<file path="src/rtl/run_limit_serializer_pkg.sv">
// rtl/run_limit_serializer_pkg.sv - shared constants, state encoding and helpers for the run-limited serial line
//
// Holds the line-wide defaults so the serializer and the downstream run
// detector agree on one MAX_RUN, the serializer FSM state encoding, and the
// width helper for the run-length counter.
package run_limit_serializer_pkg;

    localparam int DEFAULT_WIDTH   = 8;
    localparam int DEFAULT_MAX_RUN = 3;

    typedef logic [1:0] state_t;

    localparam state_t ST_IDLE  = 2'd0;  // nothing on x
    localparam state_t ST_DATA  = 2'd1;  // data bit on x
    localparam state_t ST_STUFF = 2'd2;  // stuff bit on x

    // Run counter must hold 0..max_run inclusive.
    function automatic int run_len_width(input int max_run);
        return $clog2(max_run + 1);
    endfunction

endpackage

</file>
<file path="src/rtl/run_limit_serializer.sv">
// rtl/run_limit_serializer.sv - bit-stuffing parallel-to-serial stage feeding the run detector
//
// Accepts WIDTH-bit words on a valid/ready handshake and shifts them out one
// bit per clock. After MAX_RUN identical consecutive bits on the line a
// complement stuff bit is inserted, so the line never carries a longer run.
//
// Ports:
//   clk       clock
//   reset     asynchronous, active-high reset
//   in_data   parallel word, sampled only at accept
//   in_valid  in_data valid
//   in_ready  word can be accepted this cycle (from registered state only)
//   x         serial bit (registered)
//   x_valid   x carries a bit this cycle
//   x_stuff   x is an inserted stuff bit
//   x_first   x is the first data bit of a word
module run_limit_serializer
    import run_limit_serializer_pkg::*;
#(
    parameter int WIDTH     = DEFAULT_WIDTH,
    parameter int MAX_RUN   = DEFAULT_MAX_RUN,
    parameter bit MSB_FIRST = 1'b1
) (
    input  logic             clk,
    input  logic             reset,
    input  logic [WIDTH-1:0] in_data,
    input  logic             in_valid,
    output logic             in_ready,
    output logic             x,
    output logic             x_valid,
    output logic             x_stuff,
    output logic             x_first
);

    localparam int RLW = run_len_width(MAX_RUN);
    localparam int CW  = $clog2(WIDTH);

    state_t           state;
    logic [WIDTH-1:0] shreg;     // remaining data bits, next one at the head
    logic [CW-1:0]    rem;       // data bits still to send after the current one
    logic             run_bit;
    logic [RLW-1:0]   run_len;

    state_t           nxt_state;
    logic [WIDTH-1:0] nxt_shreg;
    logic [CW-1:0]    nxt_rem;
    logic             nxt_bit;
    logic             nxt_valid;
    logic             nxt_stuff;
    logic             nxt_first;
    logic             nxt_run_bit;
    logic [RLW-1:0]   nxt_run_len;

    logic             stuff_due;
    logic             final_slot;
    logic             accept;
    logic             head_in;
    logic             head_sh;
    logic [WIDTH-1:0] shifted_in;
    logic [WIDTH-1:0] shifted_sh;

    // The bit now on x completed a maximal run: the next slot must be a stuff bit.
    assign stuff_due  = (state == ST_DATA) && (run_len == RLW'(MAX_RUN));

    // Last data bit with no stuff owed, or the stuff bit right after the last data bit.
    assign final_slot = (rem == '0) &&
                        (((state == ST_DATA) && !stuff_due) || (state == ST_STUFF));

    assign in_ready   = (state == ST_IDLE) || final_slot;
    assign accept     = in_valid && in_ready;

    assign head_in    = MSB_FIRST ? in_data[WIDTH-1] : in_data[0];
    assign head_sh    = MSB_FIRST ? shreg[WIDTH-1]   : shreg[0];
    assign shifted_in = MSB_FIRST ? {in_data[WIDTH-2:0], 1'b0} : {1'b0, in_data[WIDTH-1:1]};
    assign shifted_sh = MSB_FIRST ? {shreg[WIDTH-2:0], 1'b0}   : {1'b0, shreg[WIDTH-1:1]};

    always_comb begin
        nxt_state = ST_IDLE;
        nxt_shreg = shreg;
        nxt_rem   = rem;
        nxt_bit   = 1'b0;
        nxt_valid = 1'b0;
        nxt_stuff = 1'b0;
        nxt_first = 1'b0;

        if (stuff_due) begin
            nxt_state = ST_STUFF;
            nxt_bit   = ~run_bit;
            nxt_valid = 1'b1;
            nxt_stuff = 1'b1;
        end else if ((state != ST_IDLE) && (rem != '0)) begin
            nxt_state = ST_DATA;
            nxt_bit   = head_sh;
            nxt_valid = 1'b1;
            nxt_shreg = shifted_sh;
            nxt_rem   = rem - CW'(1);
        end else if (accept) begin
            // First bit goes straight from in_data; the shift register keeps the rest.
            nxt_state = ST_DATA;
            nxt_bit   = head_in;
            nxt_valid = 1'b1;
            nxt_first = 1'b1;
            nxt_shreg = shifted_in;
            nxt_rem   = CW'(WIDTH - 1);
        end

        // Runs follow the line, stuff bits included; an idle slot breaks the run.
        nxt_run_bit = nxt_valid ? nxt_bit : run_bit;
        if (!nxt_valid) begin
            nxt_run_len = '0;
        end else if ((run_len != '0) && (nxt_bit == run_bit)) begin
            nxt_run_len = run_len + RLW'(1);
        end else begin
            nxt_run_len = RLW'(1);
        end
    end

    always_ff @(posedge clk or posedge reset) begin
        if (reset) begin
            state   <= ST_IDLE;
            shreg   <= '0;
            rem     <= '0;
            run_bit <= 1'b0;
            run_len <= '0;
            x       <= 1'b0;
            x_valid <= 1'b0;
            x_stuff <= 1'b0;
            x_first <= 1'b0;
        end else begin
            state   <= nxt_state;
            shreg   <= nxt_shreg;
            rem     <= nxt_rem;
            run_bit <= nxt_run_bit;
            run_len <= nxt_run_len;
            x       <= nxt_bit;
            x_valid <= nxt_valid;
            x_stuff <= nxt_stuff;
            x_first <= nxt_first;
        end
    end

endmodule

</file>
<file path="config.mk">
export PLATFORM = sky130hd
export DESIGN_NAME = run_limit_serializer
export DESIGN_NICKNAME = d
export VERILOG_FILES = /design/src/rtl/run_limit_serializer_pkg.sv /design/src/rtl/run_limit_serializer.sv
export SDC_FILE = /design/constraint.sdc
export NUM_CORES = 1
export LEC_CHECK = 0
export CORE_UTILIZATION = 45
export CTS_CLUSTER_DIAMETER = 40
export CTS_CLUSTER_SIZE = 16
export DETAILED_ROUTE_END_ITERATION = 8
export GPL_ROUTABILITY_DRIVEN = 0
export PLACE_DENSITY = 0.74
export SLEW_MARGIN = 20
export SYNTH_ARGS = -nofsm -noshare
export SYNTH_HDL_FRONTEND = slang
export SYNTH_SLANG_ARGS = --single-unit
</file>
<file path="constraint.sdc">
create_clock -name clk -period 2 [get_ports clk]
set_clock_uncertainty 0.05 [all_clocks]
set_input_delay 0.6 -clock clk [delete_from_list [all_inputs] [get_ports clk]]
set_output_delay 0.6 -clock clk [all_outputs]
set_load 0.05 [all_outputs]
</file>
Word-level counts from Yosys, hierarchy flattened

Index checks and enable logic that the tools add are counted.

Flip-flop bits (word level): 20
Input bits: 11
Output and inout bits: 5
Word-level logic and storage cells: 51

Add/subtract/negate cells: 2
Equal/unequal tests: 4
Mux-type cells: 18
Bitwise operators: 2
Reductions and logical operators: 16

Operator list:

| operator                                          | number |
|---|---|
| 2-to-1 mux 8 bit                                  | 2 |
| 2-to-1 mux 1 bit                                  | 11 |
| logical AND 1 bit                                 | 6 |
| 2-to-1 mux 2 bit                                  | 3 |
| 2-to-1 mux 3 bit                                  | 2 |
| nonzero test 2 bit                                | 3 |
| == test 2 bit (second input constant)             | 2 |
| zero test 3 bit                                   | 1 |
| nonzero test 3 bit                                | 1 |
| subtractor 3 x 1 -> 3 bit (second input constant) | 1 |
| adder 2 x 1 -> 2 bit (second input constant)      | 1 |
| == test 2 x 1 -> 1 bit (second input constant)    | 1 |
| zero test 2 bit                                   | 1 |
| logical OR 1 bit                                  | 2 |
| NOT 1 bit                                         | 2 |
| AND reduction 2 bit                               | 1 |
| == test 1 bit                                     | 1 |
| zero test 1 bit                                   | 1 |

Logic depth before layout (Yosys ltp)

Gate-level depths: netlist of the first run.

Word-level depth: 15
Mapped depth: 8
Gate-level depth less buffers: 8

Least setup slack after synthesis of the first run

Ideal clock, no wire load.

Path kind: reg-to-output
Start: register rem[0]
End: output in_ready
Arrival time: 1.549 ns
Setup slack: -0.199 ns
Stages on the path, launching flop included: 6
Path buffers: 0
Path through: dfrtp_1 > inv_1 > ha_1 > ha_1 > or3b_4 > nand3_1

Cells in the longest elaborated chain, start to end: 3

RTL lines:

| what                     | line                        | text |
|---|---|---|
| start: declaration       | run_limit_serializer.sv:40  | `logic [CW-1:0] rem;` |
| start signal: assignment | run_limit_serializer.sv:132 | `rem <= nxt_rem;` |
| zero test 3 bit          | run_limit_serializer.sv:66  | `assign final_slot = (rem == '0) &&` |
| logical AND 1 bit        | run_limit_serializer.sv:66  |  |
| logical OR 1 bit         | run_limit_serializer.sv:69  | `assign in_ready = (state == ST_IDLE) \|\| final_slot;` |
| end: declaration         | run_limit_serializer.sv:28  | `output logic in_ready,` |

Every way passes these cells.

Worst setup path after layout of the first run

Same ends and word-level chain as after synthesis.

==> results by group, run 1 <==
Status
  – Result of the run: finished with violations
  – Violations in the final reports: negative setup slack

Min path
  – Hold WC Path Type: reg -> reg
  – Number of instances on the worst hold path: 1

Die
  – Standard-cell rows: 16
  – Initial standard-cell utilization of the core: 47.6%
  – I/O pin total: 16
  – Die Ht: 47.3 um
  – Core area: 0.00194 mm2
  – Die area: 0.00224 mm2
  – Die W: 47.3 um

Global routing
  – Via count of the first global-routing pass: 687
  – Antenna violations before repair: 0
  – Largest net degree at the start of global routing: 19
  – GRT Overall Usage: 19.1%
  – First-pass GRT wire length: 3.02 mm
  – Global route overflow: 0

Synth
  – Simple-Gate Fraction of Synth Area: 15.8%
  – Average cell area after synthesis: 10.4 um2
  – Synth Flop Type: sky130_fd_sc_hd__dfrtp_1
  – Area share of the largest cell type after synthesis: 48.7%
  – Synth area leaders: sky130_fd_sc_hd__dfrtp_1 (49%), sky130_fd_sc_hd__mux2i_1 (6.5%), sky130_fd_sc_hd__a21oi_1 (5.4%), sky130_fd_sc_hd__ha_1 (5.4%), sky130_fd_sc_hd__a31oi_4 (4.6%)
  – Async set-or-reset flop fraction in the synthesized netlist: 100%
  – Flop and latch count out of synthesis: 18
  – EDFF count, synth: 0
  – Largest area contributor in the netlist: sky130_fd_sc_hd__dfrtp_1
  – Number of different library cells in the post-synthesis netlist: 27
  – Synthesized-area fraction occupied by ao, oa, aoi and oai cells: 17.1%
  – Sequential share of the synthesized area: 48.7%
  – Area of the mapped netlist: 925 um2
  – Combinational family with the most area after synthesis: compound AO/OA/AOI/OAI gates
  – Post-Synthesis Cells: 89
  – Synthesized-area fraction occupied by xor and xnor cells: 0%
  – Adder-cell share of the synthesized area: 5.41%
  – Post-synth net total: 104
  – Multiplexer share of the synthesized area: 6.50%
  – Yosys warning total: 0

Timing
  – Count of pins over their slew limit: 0
  – Maximum operating frequency: 0.439 GHz
  – Setup repair after global routing missed its margin: yes
  – Final Hold Fails: 0
  – Relative slew slack: 72.5%
  – Final setup vio count: 15
  – Worst slew pin tran: 0.413 ns
  – Post-route setup slack: -0.276 ns
  – Post-layout minimum cycle time: 2.28 ns
  – Period utilization: 114%

Route
  – Via-per-instance ratio: 5.05
  – Met3 wirelength from detailed routing: 40 um
  – DRC: 0
  – Vias after detailed routing: 757
  – Met2 wire len: 887 um
  – Post-Route WL: 1.91 mm
  – Number of detailed-routing iterations run before antenna repair: 3
  – Routed length per instance: 12.7 um
  – Highest routed layer: met4
  – DRT iter0 DRCs: 9
  – Routed metal-1 wirelength: 955 um
  – Remaining antenna violation count after routing: 0

Placement
  – Number of placed instances, taps included: 138
  – Worst slack, placed: -0.132 ns
  – Port buffer count: 15
  – Placement-stage cell area: 0.00119 mm2
  – Detailed Place HPWL: 1.38 mm

Setup path
  – FF-to-FF path depth: 10
  – Type of destination of the critical path: primary output
  – Data required time at the worst endpoint: 1.35 ns
  – Critical path launch point type: flip-flop
  – Crit-path max FO: 3
  – Kind of critical path: reg -> out
  – Arrival time of the worst setup path: 1.63 ns

CTS
  – Total clock sinks: 18
  – Clk buf depth: 2
  – Number of hold-repair buffers added at the cts stage: 0
  – CTS tree: built
  – Clock latency on the worst-skew pair: 0.28 ns
  – Num CTS Buffers: 3
  – Clock root buffer master: sky130_fd_sc_hd__clkbuf_4
  – H-tree Lvls: 1
  – Clock-pin slew reported for the worst setup and hold paths after clock tree synthesis: 0.10 ns

Pwr
  – Areal power density over the cells: 1640 mW/mm2
  – Worst IR Drop VDD: 0.000958 V
  – Tot Pwr: 2200 uW
  – Leakage power summed over all cells: 0.000599 uW

Final layout
  – Filler cells: 150
  – Layout cells sized above 1: 35.8%
  – Final #Nets: 139
  – Final Core Density: 69.0%
  – Leading cell types in the layout, fill and taps excluded: sky130_fd_sc_hd__buf_4 (17), sky130_fd_sc_hd__dfrtp_1 (17), sky130_fd_sc_hd__clkdlybuf4s50_1 (10)
  – Final non-filler cell area: 0.00134 mm2
  – Layout Cells excl Fill: 150
  – Signed area change from the synthesized netlist to the final layout: 44.9%
  – Number of antenna cells inserted: 0

Flow run
  – Max-cap violations: 0
path summary, 6_finish.rpt:
check / slack [ns] / start / to
worst max-delay path: -0.28 / rem[0] / in_ready
worst min-delay path: 0.47 / shreg[1] / shreg[1]
worst max register to register: -0.20 / rem[0] / run_len[1]
worst min register to register: 0.47 / shreg[1] / shreg[1]
max in group asynchronous: 1.12 / reset / state[1]
min in group asynchronous: 0.57 / reset / state[0]
cells in the mapped netlist, drive strengths merged (2+ instances only):
cell type / instances
inv: 12
nand2b: 3
a22oi: 2
ha: 4
nor2: 4
dfrtp: 18
nor3: 8
nand2: 4
or3: 2
mux2i: 6
a31oi: 2
a21oi: 10
layout make-up:
type | instances | area (um2) | area share, %
Clock buffer | 4 | 36.3 | 2.71
Inverter | 12 | 47.5 | 3.55
Multi-Input combinational cell | 57 | 478 | 35.7
Sequential cell | 18 | 452 | 33.7
Tap cell | 27 | 33.8 | 2.52
Timing Repair Buffer | 32 | 293 | 21.8
critical path, stage by stage (launching register included):
cell                      delay [ns]
sky130_fd_sc_hd__dfrtp_1        0.40
sky130_fd_sc_hd__inv_2          0.07
sky130_fd_sc_hd__ha_4           0.13
sky130_fd_sc_hd__ha_4           0.13
sky130_fd_sc_hd__or3b_4         0.40
sky130_fd_sc_hd__nand3_4        0.08
sky130_fd_sc_hd__buf_12         0.13
report_power, final:
group / internal (uW) / switching (uW) / leakage (uW)
Combinational: 627 / 713 / 0.000370
Sequential: 535 / 102 / 0.000208
Clock: 111 / 110 / 0.0000210
Total: 1270 / 925 / 0.000599
sequential cells by signal, summed over array words and instances, names as in the netlist:
signal	cells
rem	3
run_bit	1
run_len	2
shreg	7
state	2
x	1
x_first	1
x_valid	1
through the flow:
stage	setup TNS (ns)	hold WS (ns)
2_1_floorplan	-0.00639	0.395
3_3_place_gp	-0.147	0.443
3_5_place_dp	-0.362	0.453
4_1_cts	-1.68	0.476
5_1_grt	-3.15	0.508
6_report	-2.14	0.473
routing by layer:
layer  global-route usage (%)  vias to the layer above
met5                        0                        -
met4                     5.14                        0
met3                     2.31                        5
met2                     29.0                        9
met1                     28.5                      361
li1                         -                      382
logic make-up after synthesis:
group,Yosys count
compound gates,20
fa+ha+maj,4
buf+inv,14
flops,18
mux,6
simple gates,27
what timing repair did:
item | CTS | global route
cloned | 1 | 0
pin swaps | 5 | 5
setup endpoints to repair | 10 | 16
gates resized for setup | 8 | 7
buffers inserted | 1 | 6
Note: power is estimated with default switching activity, not from simulation.
==> run 2: changes to the inputs <==
--- a/config.mk
+++ b/config.mk
@@ -5,6 +5,7 @@
 export SDC_FILE = /design/constraint.sdc
 export NUM_CORES = 1
 export LEC_CHECK = 0
+export CORE_ASPECT_RATIO = 0.9
 export CORE_UTILIZATION = 45
 export CTS_CLUSTER_DIAMETER = 40
 export CTS_CLUSTER_SIZE = 16
==> results by group, run 2 (synthesized netlist as in run 1, its figures left out) <==
Final layout
  – Leading cell types in the layout, fill and taps excluded: sky130_fd_sc_hd__dfrtp_1 (17), sky130_fd_sc_hd__buf_4 (15), sky130_fd_sc_hd__inv_1 (11)
  – Largest registers: shreg: 7 flops, rem: 3 flops
  – Max FFs per register: 7
  – Number of antenna cells inserted: 0
  – Layout Cells excl Fill: 147
  – Layout cells sized above 1: 32.8%
  – Final non-filler cell area: 0.00132 mm2
  – Final #Nets: 138
  – Largest register by flop count: shreg
  – Leading cell type in the layout, fill and taps excluded: sky130_fd_sc_hd__dfrtp_1
  – Signed area change from the synthesized netlist to the final layout: 42.8%

Placement
  – Port buffer count: 15
  – Placement-stage cell area: 0.00119 mm2
  – Detailed Place HPWL: 1.29 mm
  – Number of placed instances, taps included: 137

Route
  – Remaining antenna violation count after routing: 0
  – Vias after detailed routing: 765
  – Routed length per instance: 12.5 um
  – Post-Route WL: 1.84 mm
  – DRC: 0
  – Number of detailed-routing iterations run before antenna repair: 4
  – DRT iter0 DRCs: 16
  – Via-per-instance ratio: 5.20

Setup path
  – Type of destination of the critical path: primary output
  – Buffers plus inverters on the worst setup path: 2
  – Worst-path cell with the longest stage delay: sky130_fd_sc_hd__or3b_4
  – Data required time at the worst endpoint: 1.35 ns
  – Crit path cell chain: inv_1 > ha_2 > ha_4 > or3b_4 > nand3_4 > buf_12
  – Critical path launch point type: flip-flop
  – Crit-path max FO: 5
  – Setup slack, reg-to-reg: -0.29 ns
  – Biggest cell delay along the critical path: 0.40 ns
  – Kind of critical path: reg -> out
  – Critical path depth in cells: 6
  – Arrival time of the worst setup path: 1.68 ns
  – Largest delay share family, worst path: simple AND/OR/NAND/NOR gates
  – FF-to-FF path depth: 10

Pwr
  – Fraction of power consumed by sequential logic: 29.0%
  – Tot Pwr: 2170 uW
  – Switch Pwr: 905 uW
  – Combinational share of power: 60.9%
  – Leakage power summed over all cells: 0.000596 uW
  – Relative contribution of the clock network to total power: 10.1%
  – Sw Ratio: 41.6%
  – Internal portion of total power: 1270 uW
  – Worst IR Drop VDD: 0.000847 V
  – Areal power density over the cells: 1650 mW/mm2

CTS
  – CTS tree: built
  – Clock latency on the worst-skew pair: 0.28 ns
  – Number of hold-repair buffers added at the cts stage: 0
  – Clock-pin slew reported for the worst setup and hold paths after clock tree synthesis: 0.11 ns
  – Total clock sinks: 18
  – H-tree Lvls: 1
  – Clk buf depth: 2
  – Num CTS Buffers: 3
  – Clock root buffer master: sky130_fd_sc_hd__clkbuf_4

Global routing
  – Global route overflow: 0
  – First-pass GRT wire length: 3.08 mm
  – Largest net degree at the start of global routing: 19
  – Antenna violations before repair: 0
  – GRT Overall Usage: 18.1%
  – Via count of the first global-routing pass: 716

Min path
  – Number of instances on the worst hold path: 1
  – Hold WC Path Type: reg -> reg

Die
  – Initial standard-cell utilization of the core: 47.8%
  – Die W: 49.8 um
  – Standard-cell rows: 15
  – I/O pin total: 16
  – Die area: 0.00224 mm2
  – Core area: 0.00193 mm2
  – Die Ht: 45.0 um

Status
  – Result of the run: finished with violations
  – Violations in the final reports: negative setup slack

Timing
  – Post-route setup slack: -0.334 ns
  – Final Hold Fails: 0
  – Worst slew pin tran: 0.471 ns
  – Post-layout minimum cycle time: 2.33 ns
  – Period utilization: 117%
  – Maximum operating frequency: 0.429 GHz
  – Count of pins over their slew limit: 0
  – Final setup vio count: 17
  – Setup repair after global routing missed its margin: yes
  – Relative slew slack: 68.6%

Flow run
  – Max-cap violations: 0
-- run 2: worst paths after layout --
path,start,end
setup reg to reg,rem[0],run_len[1]
hold reg to reg,shreg[1],shreg[1]
setup / recovery,rem[0],in_ready
hold / removal,shreg[1],shreg[1]
max in group asynchronous,reset,state[1]
min in group asynchronous,reset,rem[2]
-- run 2: power by group through the flow --
stage               registers, uW  clock network [uW]  logic (uW)
finish                        630                 219        1330
global route                  651                 239        1440
CTS                           627                 226        1280
detailed placement            637                   0        1160
global placement              630                   0        1130
floorplan                     716                   0         733
-- run 2: metal layers --
| layer | vias up | global-route usage, % | part of all wire [%] | routed length (um) |
|---|---|---|---|---|
| li1 | 378 | - | - | - |
| met1 | 373 | 26.7 | 49 | 906 |
| met2 | 14 | 28.4 | 47 | 869 |
| met3 | 0 | 2.02 | 3.5 | 65 |
| met4 | 0 | 5.14 | 0 | 0 |
| met5 | - | 0 | 0 | 0 |
-- run 2: per-stage QoR --
| stage | setup TNS (ns) | worst slack, ns | utilization [%] | hold WS [ns] |
|---|---|---|---|---|
| global placement | -0.145 | -0.0879 | 61.8 | 0.436 |
| detailed placement | -0.395 | -0.136 | 61.8 | 0.438 |
| finish | -3.48 | -0.334 | 68.3 | 0.466 |
| CTS | -1.80 | -0.348 | 66.9 | 0.469 |
| floorplan | -0.00639 | -0.00639 | - | 0.395 |
| global route | -5.09 | -0.413 | 68.3 | 0.498 |
-- run 2: timing repair --
action | CTS | global route
buffers inserted | 3 | 2
gates cloned | 1 | 0
pin swaps | 4 | 3
gates resized for setup | 9 | 4
setup endpoints to repair | 10 | 17
-- run 2: area by class of cell --
cell class	count	area [um2]
sequential	18	452
inverter	12	47.5
fill	148	613
tap	25	31.3
timing repair buffer	31	289
multi-input combinational	57	464
clock buffer	4	36.3
